==> src/rtl/snake_pkg.sv <==
// Shared types and constants for the snake display fetch engine.
package snake_pkg;

   localparam int unsigned ADDR_W  = 12;
   localparam int unsigned SEG_W   = 32;
   localparam int unsigned LEN_W   = 8;
   localparam int unsigned COORD_W = 16;

   // Segment word layout: {y, x}
   localparam int unsigned SEG_X_LSB = 0;
   localparam int unsigned SEG_Y_LSB = 16;

   localparam logic [ADDR_W-1:0] DEF_BASE_ADDR    = 12'h800;
   localparam logic [ADDR_W-1:0] DEF_MAILBOX_ADDR = 12'h7FF;

   typedef enum logic [2:0] {
      ST_IDLE   = 3'd0,
      ST_DIRW   = 3'd1,
      ST_HDR    = 3'd2,
      ST_HLAT   = 3'd3,
      ST_FETCH  = 3'd4,
      ST_DRAIN  = 3'd5,
      ST_COMMIT = 3'd6
   } state_t;

   function automatic logic [SEG_W-1:0] seg_word(input logic [COORD_W-1:0] y,
                                                 input logic [COORD_W-1:0] x);
      logic [SEG_W-1:0] w;
      w = '0;
      w[SEG_Y_LSB +: COORD_W] = y;
      w[SEG_X_LSB +: COORD_W] = x;
      return w;
   endfunction

endpackage

==> src/rtl/snake_vga_fetch_seg_buffer.sv <==
// Shadow segment store plus the committed output register; commit masks entries at or beyond len.
module snake_seg_buffer
   import snake_pkg::*;
#(
   parameter int unsigned NUM_SEG = 10
) (
   input  logic                     clock,
   input  logic                     reset,
   input  logic                     wr_en,
   input  logic [LEN_W-1:0]         wr_idx,
   input  logic [SEG_W-1:0]         wr_data,
   input  logic                     commit,
   input  logic [LEN_W-1:0]         len,
   output logic [NUM_SEG*SEG_W-1:0] data
);

   logic [NUM_SEG-1:0][SEG_W-1:0] shadow;

   always_ff @(posedge clock or negedge reset) begin
      if (!reset) begin
         shadow <= '0;
         data   <= '0;
      end else begin
         for (int unsigned i = 0; i < NUM_SEG; i++) begin
            if (wr_en && (wr_idx == LEN_W'(i))) shadow[i] <= wr_data;
            if (commit) data[i*SEG_W +: SEG_W] <= (LEN_W'(i) < len) ? shadow[i] : '0;
         end
      end
   end

endmodule

==> src/rtl/snake_vga_fetch.sv <==
// Per-frame snake fetch from dmem into a shadow buffer with atomic commit.
// Optional SNAKE_DIR_MAILBOX_EN writes the latched direction to a mailbox word before fetching.
module snake_vga_fetch
   import snake_pkg::*;
#(
   parameter int unsigned        NUM_SEG      = 10,
   parameter logic [ADDR_W-1:0]  BASE_ADDR    = DEF_BASE_ADDR
`ifdef SNAKE_DIR_MAILBOX_EN
   ,parameter logic [ADDR_W-1:0] MAILBOX_ADDR = DEF_MAILBOX_ADDR
`endif
) (
   input  logic                     clock,
   input  logic                     reset,
   input  logic                     vblank_start,
   output logic [ADDR_W-1:0]        address_dmem_fromVGA,
   output logic [SEG_W-1:0]         data_fromVGA,
   output logic                     wren_fromVGA,
   input  logic [SEG_W-1:0]         q_dmem_toVGA,
   output logic [NUM_SEG*SEG_W-1:0] snake_data,
   output logic [LEN_W-1:0]         snake_len,
   output logic                     frame_ready,
   output logic                     busy,
   output logic                     overrun
`ifdef SNAKE_DIR_MAILBOX_EN
   ,input logic [1:0]               dir
   ,input logic                     dir_valid
`endif
);

   state_t           state;
   logic [LEN_W-1:0] k;
   logic [LEN_W-1:0] len_r;
   logic [LEN_W-1:0] hdr_n;
   logic             wr_en;
   logic [LEN_W-1:0] wr_idx;
   logic             commit;

   assign hdr_n   = (q_dmem_toVGA[LEN_W-1:0] > LEN_W'(NUM_SEG)) ? LEN_W'(NUM_SEG)
                                                                 : q_dmem_toVGA[LEN_W-1:0];
   assign overrun = vblank_start & (state != ST_IDLE);

   // Read data lags its address by one cycle, so FETCH k stores word k-1.
   always_comb begin
      wr_en  = 1'b0;
      wr_idx = k - LEN_W'(1);
      commit = 1'b0;
      case (state)
         ST_FETCH:  wr_en = (k != '0);
         ST_DRAIN:  begin
            wr_en  = 1'b1;
            wr_idx = len_r - LEN_W'(1);
         end
         ST_COMMIT: commit = 1'b1;
         default:   ;
      endcase
   end

`ifdef SNAKE_DIR_MAILBOX_EN
   logic [1:0] dir_r;

   always_ff @(posedge clock or negedge reset) begin
      if (!reset)         dir_r <= 2'b00;
      else if (dir_valid) dir_r <= dir;
   end
`else
   assign wren_fromVGA = 1'b0;
   assign data_fromVGA = '0;
`endif

   // Outputs are loaded with the value belonging to the state being entered.
   always_ff @(posedge clock or negedge reset) begin
      if (!reset) begin
         state                <= ST_IDLE;
         k                    <= '0;
         len_r                <= '0;
         address_dmem_fromVGA <= '0;
         snake_len            <= '0;
         frame_ready          <= 1'b0;
         busy                 <= 1'b0;
`ifdef SNAKE_DIR_MAILBOX_EN
         wren_fromVGA         <= 1'b0;
         data_fromVGA         <= '0;
`endif
      end else begin
         frame_ready <= 1'b0;
`ifdef SNAKE_DIR_MAILBOX_EN
         wren_fromVGA <= 1'b0;
         data_fromVGA <= '0;
`endif
         case (state)
            ST_IDLE: begin
               address_dmem_fromVGA <= BASE_ADDR;
               if (vblank_start) begin
                  busy <= 1'b1;
`ifdef SNAKE_DIR_MAILBOX_EN
                  state                <= ST_DIRW;
                  address_dmem_fromVGA <= MAILBOX_ADDR;
                  wren_fromVGA         <= 1'b1;
                  data_fromVGA         <= {30'b0, dir_r};
`else
                  state <= ST_HDR;
`endif
               end
            end
            ST_DIRW: begin
               state                <= ST_HDR;
               address_dmem_fromVGA <= BASE_ADDR;
            end
            ST_HDR: begin
               state                <= ST_HLAT;
               address_dmem_fromVGA <= BASE_ADDR;
            end
            ST_HLAT: begin
               len_r <= hdr_n;
               k     <= '0;
               if (hdr_n == '0) begin
                  state       <= ST_COMMIT;
                  frame_ready <= 1'b1;
               end else begin
                  state                <= ST_FETCH;
                  address_dmem_fromVGA <= BASE_ADDR + ADDR_W'(1);
               end
            end
            ST_FETCH: begin
               if (k == len_r - LEN_W'(1)) begin
                  state                <= ST_DRAIN;
                  address_dmem_fromVGA <= BASE_ADDR;
               end else begin
                  k                    <= k + LEN_W'(1);
                  address_dmem_fromVGA <= BASE_ADDR + ADDR_W'(2) + ADDR_W'(k);
               end
            end
            ST_DRAIN: begin
               state       <= ST_COMMIT;
               frame_ready <= 1'b1;
            end
            ST_COMMIT: begin
               state                <= ST_IDLE;
               busy                 <= 1'b0;
               snake_len            <= len_r;
               address_dmem_fromVGA <= BASE_ADDR;
            end
            default: begin
               state <= ST_IDLE;
               busy  <= 1'b0;
            end
         endcase
      end
   end

   snake_seg_buffer #(.NUM_SEG(NUM_SEG)) u_buf (
      .clock   (clock),
      .reset   (reset),
      .wr_en   (wr_en),
      .wr_idx  (wr_idx),
      .wr_data (q_dmem_toVGA),
      .commit  (commit),
      .len     (len_r),
      .data    (snake_data)
   );

endmodule

==> config.mk <==
export PLATFORM = sky130hd
export DESIGN_NAME = snake_vga_fetch
export DESIGN_NICKNAME = d
export VERILOG_FILES = /design/src/rtl/snake_pkg.sv /design/src/rtl/snake_vga_fetch_seg_buffer.sv /design/src/rtl/snake_vga_fetch.sv
export SDC_FILE = /design/constraint.sdc
export NUM_CORES = 1
export LEC_CHECK = 0
export ABC_CLOCK_PERIOD_IN_PS = 3600
export CORE_UTILIZATION = 45
export CTS_BUF_LIST = sky130_fd_sc_hd__clkbuf_8
export CTS_CLUSTER_SIZE = 16
export DETAILED_ROUTE_END_ITERATION = 6
export DONT_BUFFER_PORTS = 1
export GPL_TIMING_DRIVEN = 0
export SLEW_MARGIN = 30
export SYNTH_ARGS = -nofsm -noshare
export SYNTH_HDL_FRONTEND = slang
export SYNTH_SLANG_ARGS = --single-unit
==> constraint.sdc <==
create_clock -name clock -period 3.6 [get_ports clock]
set_input_delay 0.18 -clock clock [delete_from_list [all_inputs] [get_ports clock]]
set_output_delay 0.18 -clock clock [all_outputs]
set_load 0.05 [all_outputs]
======== Word-level counts from Yosys, hierarchy flattened ========
Index checks and enable logic that the tools add are counted.
word-level totals
  register bits after elaboration ......... 681
cells by class
  $add $sub $neg .......................... 4
  $lt $le $gt $ge ......................... 11
  eq/ne operators ......................... 20
  muxes and demuxes ....................... 27
  bitwise operators ....................... 2
  reduce and logical (&&, ||, !) cells .... 23
operator list
  operator                                                   number
  2-to-1 mux 32 bit                                          10
  case mux 12 bit (3 select lines)                           1
  equality test 8 x 3 -> 1 bit, second input constant        4
  less-than comparator 3 x 8 -> 1 bit, first input constant  4
  2-to-1 mux 12 bit                                          2
  2-to-1 mux 8 bit                                           3
  case mux 3 bit (6 select lines)                            1
  equality test 8 x 2 -> 1 bit, second input constant        2
  equality test 8 x 4 -> 1 bit, second input constant        2
  logical NOT 8 bit                                          2
  less-than comparator 1 x 8 -> 1 bit, first input constant  2
  less-than comparator 2 x 8 -> 1 bit, first input constant  2
  less-than comparator 4 x 8 -> 1 bit, first input constant  2
  case mux 8 bit (2 select lines)                            1
  subtractor 8 x 1 -> 8 bit, second input constant           2
  adder 12 x 8 -> 12 bit, first input constant               1
  logical AND 1 bit                                          10
  equality test 3 bit, second input constant                 3
  adder 8 x 1 -> 8 bit, second input constant                1
  equality test 8 x 1 -> 1 bit, second input constant        1
  equality test 8 bit                                        1
  > comparator 8 x 4 -> 1 bit, second input constant         1
  != test 2 bit, second input constant                       4
  AND reduction 2 bit                                        4
  other kinds (14)                                           21

======== Depth between registers and ports, before layout ========
  depth in word-level cells ............... 5
  mapped depth ............................ 11

======== By module ========
From an unflattened synthesis, not the netlist that was laid out.
second synthesis, totals
  cells, all modules ...................... 2,408
  area, all modules ....................... 27,493.9 um2
modules (own cells, without submodules)
  module            times used  cells an instance  area an instance (um2)  seq. area each (um2)
  snake_seg_buffer  1           2,121              24,913.9                16,015.4
  snake_vga_fetch   1           287                2,580.0                 975.9

======== Least setup slack after synthesis ========
No wires, ideal clock.
  kind .................................... register to register
  start ................................... register len_r[3]
  end ..................................... register u_buf.shadow[162] (netlist name)
  setup time .............................. 125 ps
  arrival ................................. 2,846 ps
  data required time ...................... 3,475 ps
  path slack .............................. 629 ps
  stages on the path, launching flop included .. 10
  buffers on the path ..................... 3
  path through ............................ dfrtp_1 -> buf_6 -> or4_1 -> nor4_1 -> xor2_1 -> o32a_4 -> or3b_1 -> buf_4 -> buf_6 -> mux2_4
on the way
  cells in the longest elaborated chain, start to end .. 4
ends and longest elaborated chain
  what                           RTL line                          RTL
  start, declared                snake_vga_fetch.sv:32             logic [LEN_W-1:0] len_r;
  start signal, assigned         snake_vga_fetch.sv:114            len_r <= hdr_n;
  subtractor 8 x 1 -> 8 bit      snake_vga_fetch.sv:51             wr_idx = len_r - LEN_W'(1);
  2-to-1 mux 8 bit               snake_vga_fetch.sv:47             case (state)
  equality test 8 x 3 -> 1 bit   snake_vga_fetch_seg_buffer.sv:25  if (wr_en && (wr_idx == LEN_W'(i))) shadow[i] <= wr_data;
  logical AND 1 bit              snake_vga_fetch_seg_buffer.sv:25
  end signal, assigned by index  snake_vga_fetch_seg_buffer.sv:25
  end, declared                  snake_vga_fetch_seg_buffer.sv:17  logic [NUM_SEG-1:0][SEG_W-1:0] shadow;
No other way between the ends.
A chain may end at the register's enable or synchronous reset.

======== Worst setup path in the final report ========
  start ................................... register len_r[1]
  end ..................................... register u_buf.shadow[281] (netlist name)
on the way
  cells in the longest elaborated chain, start to end .. 4
ends and longest elaborated chain
  what                          RTL line
  subtractor 8 x 1 -> 8 bit     snake_vga_fetch.sv:51
  2-to-1 mux 8 bit              snake_vga_fetch.sv:47
  equality test 8 x 4 -> 1 bit  snake_vga_fetch_seg_buffer.sv:25
  logical AND 1 bit             snake_vga_fetch_seg_buffer.sv:25
No other way between the ends.

==> impl_results.md <==
- Slowest Stage Delay on Critical Path: 0.51 ns
- Combinational power share: 0.140
- Grt ovf: 0
- Period utilisation layout: 0.986
- RSZ-0062 raised after global routing: true
- Total power: 23.2 mW
- Initial drt markers: 1,062
- Worst-skew pair later-pin latency: 0.71 ns
- Ys flop type: dfrtp_1
- Slew Limit Fails: 0
- Global-route wire length before repair: 112 mm
- Cells along the critical path: inv_1, ha_1, nor3b_4, xnor2_1, or3_1, o32ai_2, nand3_1, buf_2, mux2_2
- Final min period: 3.55 ns
- Arr. time, crit path: 4.13 ns
- Yosys Warn Count: 0
- CTS tree: yes
- I/O Buffers: 0
- Detailed-router iteration count before antenna repair: 5
- Switching share of power: 0.396
- Final Hold Viols: 0
- Reg power frac: 0.542
- CP startpoint kind: flip-flop
- Synth-to-layout area growth: 15.3%
- Initial antenna violation count: 1
- Pin count of the biggest net entering global routing: 680
- DRC violations left: 0
- Clock share of power: 0.318
- Die X: 243 um
- Asr flop ratio synth: 1.00
- IO Count: 411
- Internal power: 14.0 mW
- Share of cells above drive strength 1: 0.280
- Worst slack, placed: -0.245 ns
- Clk root buf: clkbuf_8
- Post-synth top area share: 0.650
- Maximum root-to-sink buffer count: 3
- GPL Wtd Cong: 0.823
- Static Leak: 14.5 nW
- Nets: 2,082
- Max VDD drop: 0.483 mV
- Synth Cell Area: 26,100 um2
- DP Wirelength: 50.4 mm
- Most common cell after layout, fill and taps aside: dfrtp_1
- Starting Density: 0.459
- Crit-path max FO: 10
- Detail Route Antenna Nets: 0
- Hold Path Class: in -> async
- Netlist cell types: 55
- DR vias: 15,900
- Psw: 9.19 mW
- Row count: 87
- Achievable Freq: 282 MHz
- Clock Pin Slew Worst Setup and Hold Paths: 0.06 ns
- Final wirelength: 75.5 mm
- Register area share after synthesis: 0.650
- Final Skew: 0.0228 ns
- CP Capture Type: flip-flop
- Setup ws final: 0.0494 ns
- Commonest non-fill, non-tap cells in the layout: dfrtp_1 (679), mux2_2 (281), a22o_1 (257), nand2_1 (179), clkbuf_8 (152)
- Number of global-route vias before repair: 16,400
- Max-capacitance violation count: 0
- Max_slew headroom: 0.359
- Post-synthesis instance total: 1,868
- #FFs+latches synth: 679
- # H-tree levels: 3
- TNS Setup: 0 ns
- Cell taking the most area after synthesis: dfrtp_1
- Worst-Margin Slew: 0.961 ns
- CTS Buf Count: 112
- Via-per-instance ratio: 5.52
- Height of the die: 243 um
- P per Cell Area: 771 nW/um2
- Core area: 56,900 um2
- Setup Crit Path Kind: reg -> reg
- Worst path slowest cell: nand3_1
- Critical path data required time: 4.18 ns
- Total global-route track usage: 0.258
- # setup viols final: 0
- Number of enable flip-flop cells after synthesis: 0
- Clk sinks: 679
- Syn Area/Cell: 14.0 um2
- Synth top area cells: dfrtp_1 (65%), mux2_2 (12%), a22o_1 (8.6%)
- Total die area: 59,000 um2
- Per-cell routed wire length: 26.1 um
- Outcome: completed
- Hold_ws: 0.0851 ns
flip-flops by register name, indices dropped and copies added (netlist names):
name                  cells
address_dmem_fromVGA     10
state                     3
busy                      1
u_buf.data              320
k                         8
len_r                     8
snake_len                 8
frame_ready               1
u_buf.shadow            320
layer usage:
layer,wire length [um],global-route usage,share of wire,vias to the layer above
li1,-,-,-,6955
met1,32300,0.345,0.43,8435
met2,36000,0.411,0.48,451
met3,5730,0.0818,0.076,100
met4,1450,0.0588,0.019,0
met5,0,0,0,-
worst paths after layout:
| kind | startpoint | end | slack (ns) | depth (start not counted) |
|---|---|---|---|---|
| hold / removal | reset | frame_ready$_DFF_PN0_ | 0.09 | 2 |
| max in group asynchronous | reset | u_buf.shadow[19]$_DFFE_PN0P_ | 1.60 | 4 |
| hold reg to reg | u_buf.shadow[300]$_DFFE_PN0P_ | u_buf.data[300]$_DFFE_PN0N_ | 0.47 | 1 |
| min in group clock | q_dmem_toVGA[2] | len_r[2]$_DFFE_PN0P_ | 0.09 | 3 |
| setup reg to reg | len_r[1]$_DFFE_PN0P_ | u_buf.shadow[281]$_DFFE_PN0P_ | 0.05 | 9 |
| setup / recovery | len_r[1]$_DFFE_PN0P_ | u_buf.shadow[281]$_DFFE_PN0P_ | 0.05 | 9 |
synthesized netlist by cell type (all sizes together), types with 2 or more instances:
cell type,count
a211oi,3
a21o,2
a21oi,13
a22o,257
a31o,2
a31oi,2
and2,5
and3,6
buf,95
clkbuf,96
dfrtp,679
ha,9
inv,8
mux2,320
mux2i,7
nand2,179
nand2b,3
nand3,11
nand3b,3
nand4,4
nor2,18
nor2b,2
nor3,10
nor3b,5
nor4,2
nor4b,3
o21ai,80
o22ai,2
or2,3
or4,3
xnor2,10
xnor3,2
xor2,10
repair_timing:
item | 4_1_cts | 5_1_grt
setup endpoints to repair | 170 | 160
gates resized for setup | 6 | 5
setup buffers | 4 | 3
hold endpoints to repair | 690 | 376
hold buffers | 8 | 2
pin swaps | 2 | 2
cell type report:
class                      count  area [um2]
fill                        4766       26800
sequential                   679       17000
multi-input combinational   1024        8390
clock buffer                 152        2090
tap                          756         946
buffer                       191         927
clock inverter                54         418
timing repair buffer          22         313
inverter                       8        30.0
antenna                        2        5.00
logic make-up (layout without fill, tap and decap cells):
family                     count (synthesis)  count (layout)  synth area share
AOI/OAI and AO/OA                        370             370             0.111
xor gates and xnor gates                  22              22           0.00843
DFF                                      679             679             0.650
adders and majority gates                  9               9           0.00431
muxes                                    327             327             0.145
other                                      1              37          0.000144
and+or+nand+nor                          261             261            0.0451
buffers and inverters                    199             427            0.0362
power by group through the flow:
stage	combinational, mW	sequential (mW)	clock [mW]
2_1_floorplan	2.16	12.2	0
3_3_place_gp	2.99	12.7	0
6_report	3.26	12.6	7.37
3_5_place_dp	3.10	12.7	0
4_1_cts	3.13	12.6	7.52
5_1_grt	3.57	12.7	7.86
critical path: cells and delay by family, from the launching register on:
kind	cells	cell delay, ns
xor+xnor	1	0.09
compound gates	1	0.44
simple gates	3	1.19
flops	1	0.44
fa+ha+maj	1	0.30
buf+inv	2	0.64
mux	1	0.31
per-stage QoR:
step,std cells,util,area [um2]
floorplan,1902,-,26300
global placement,2658,0.478,27200
detailed placement,2659,0.479,27200
CTS,2877,0.525,29900
global route,2886,0.529,30100
finish,2888,0.529,30100
(Power assumes the default switching activity.)
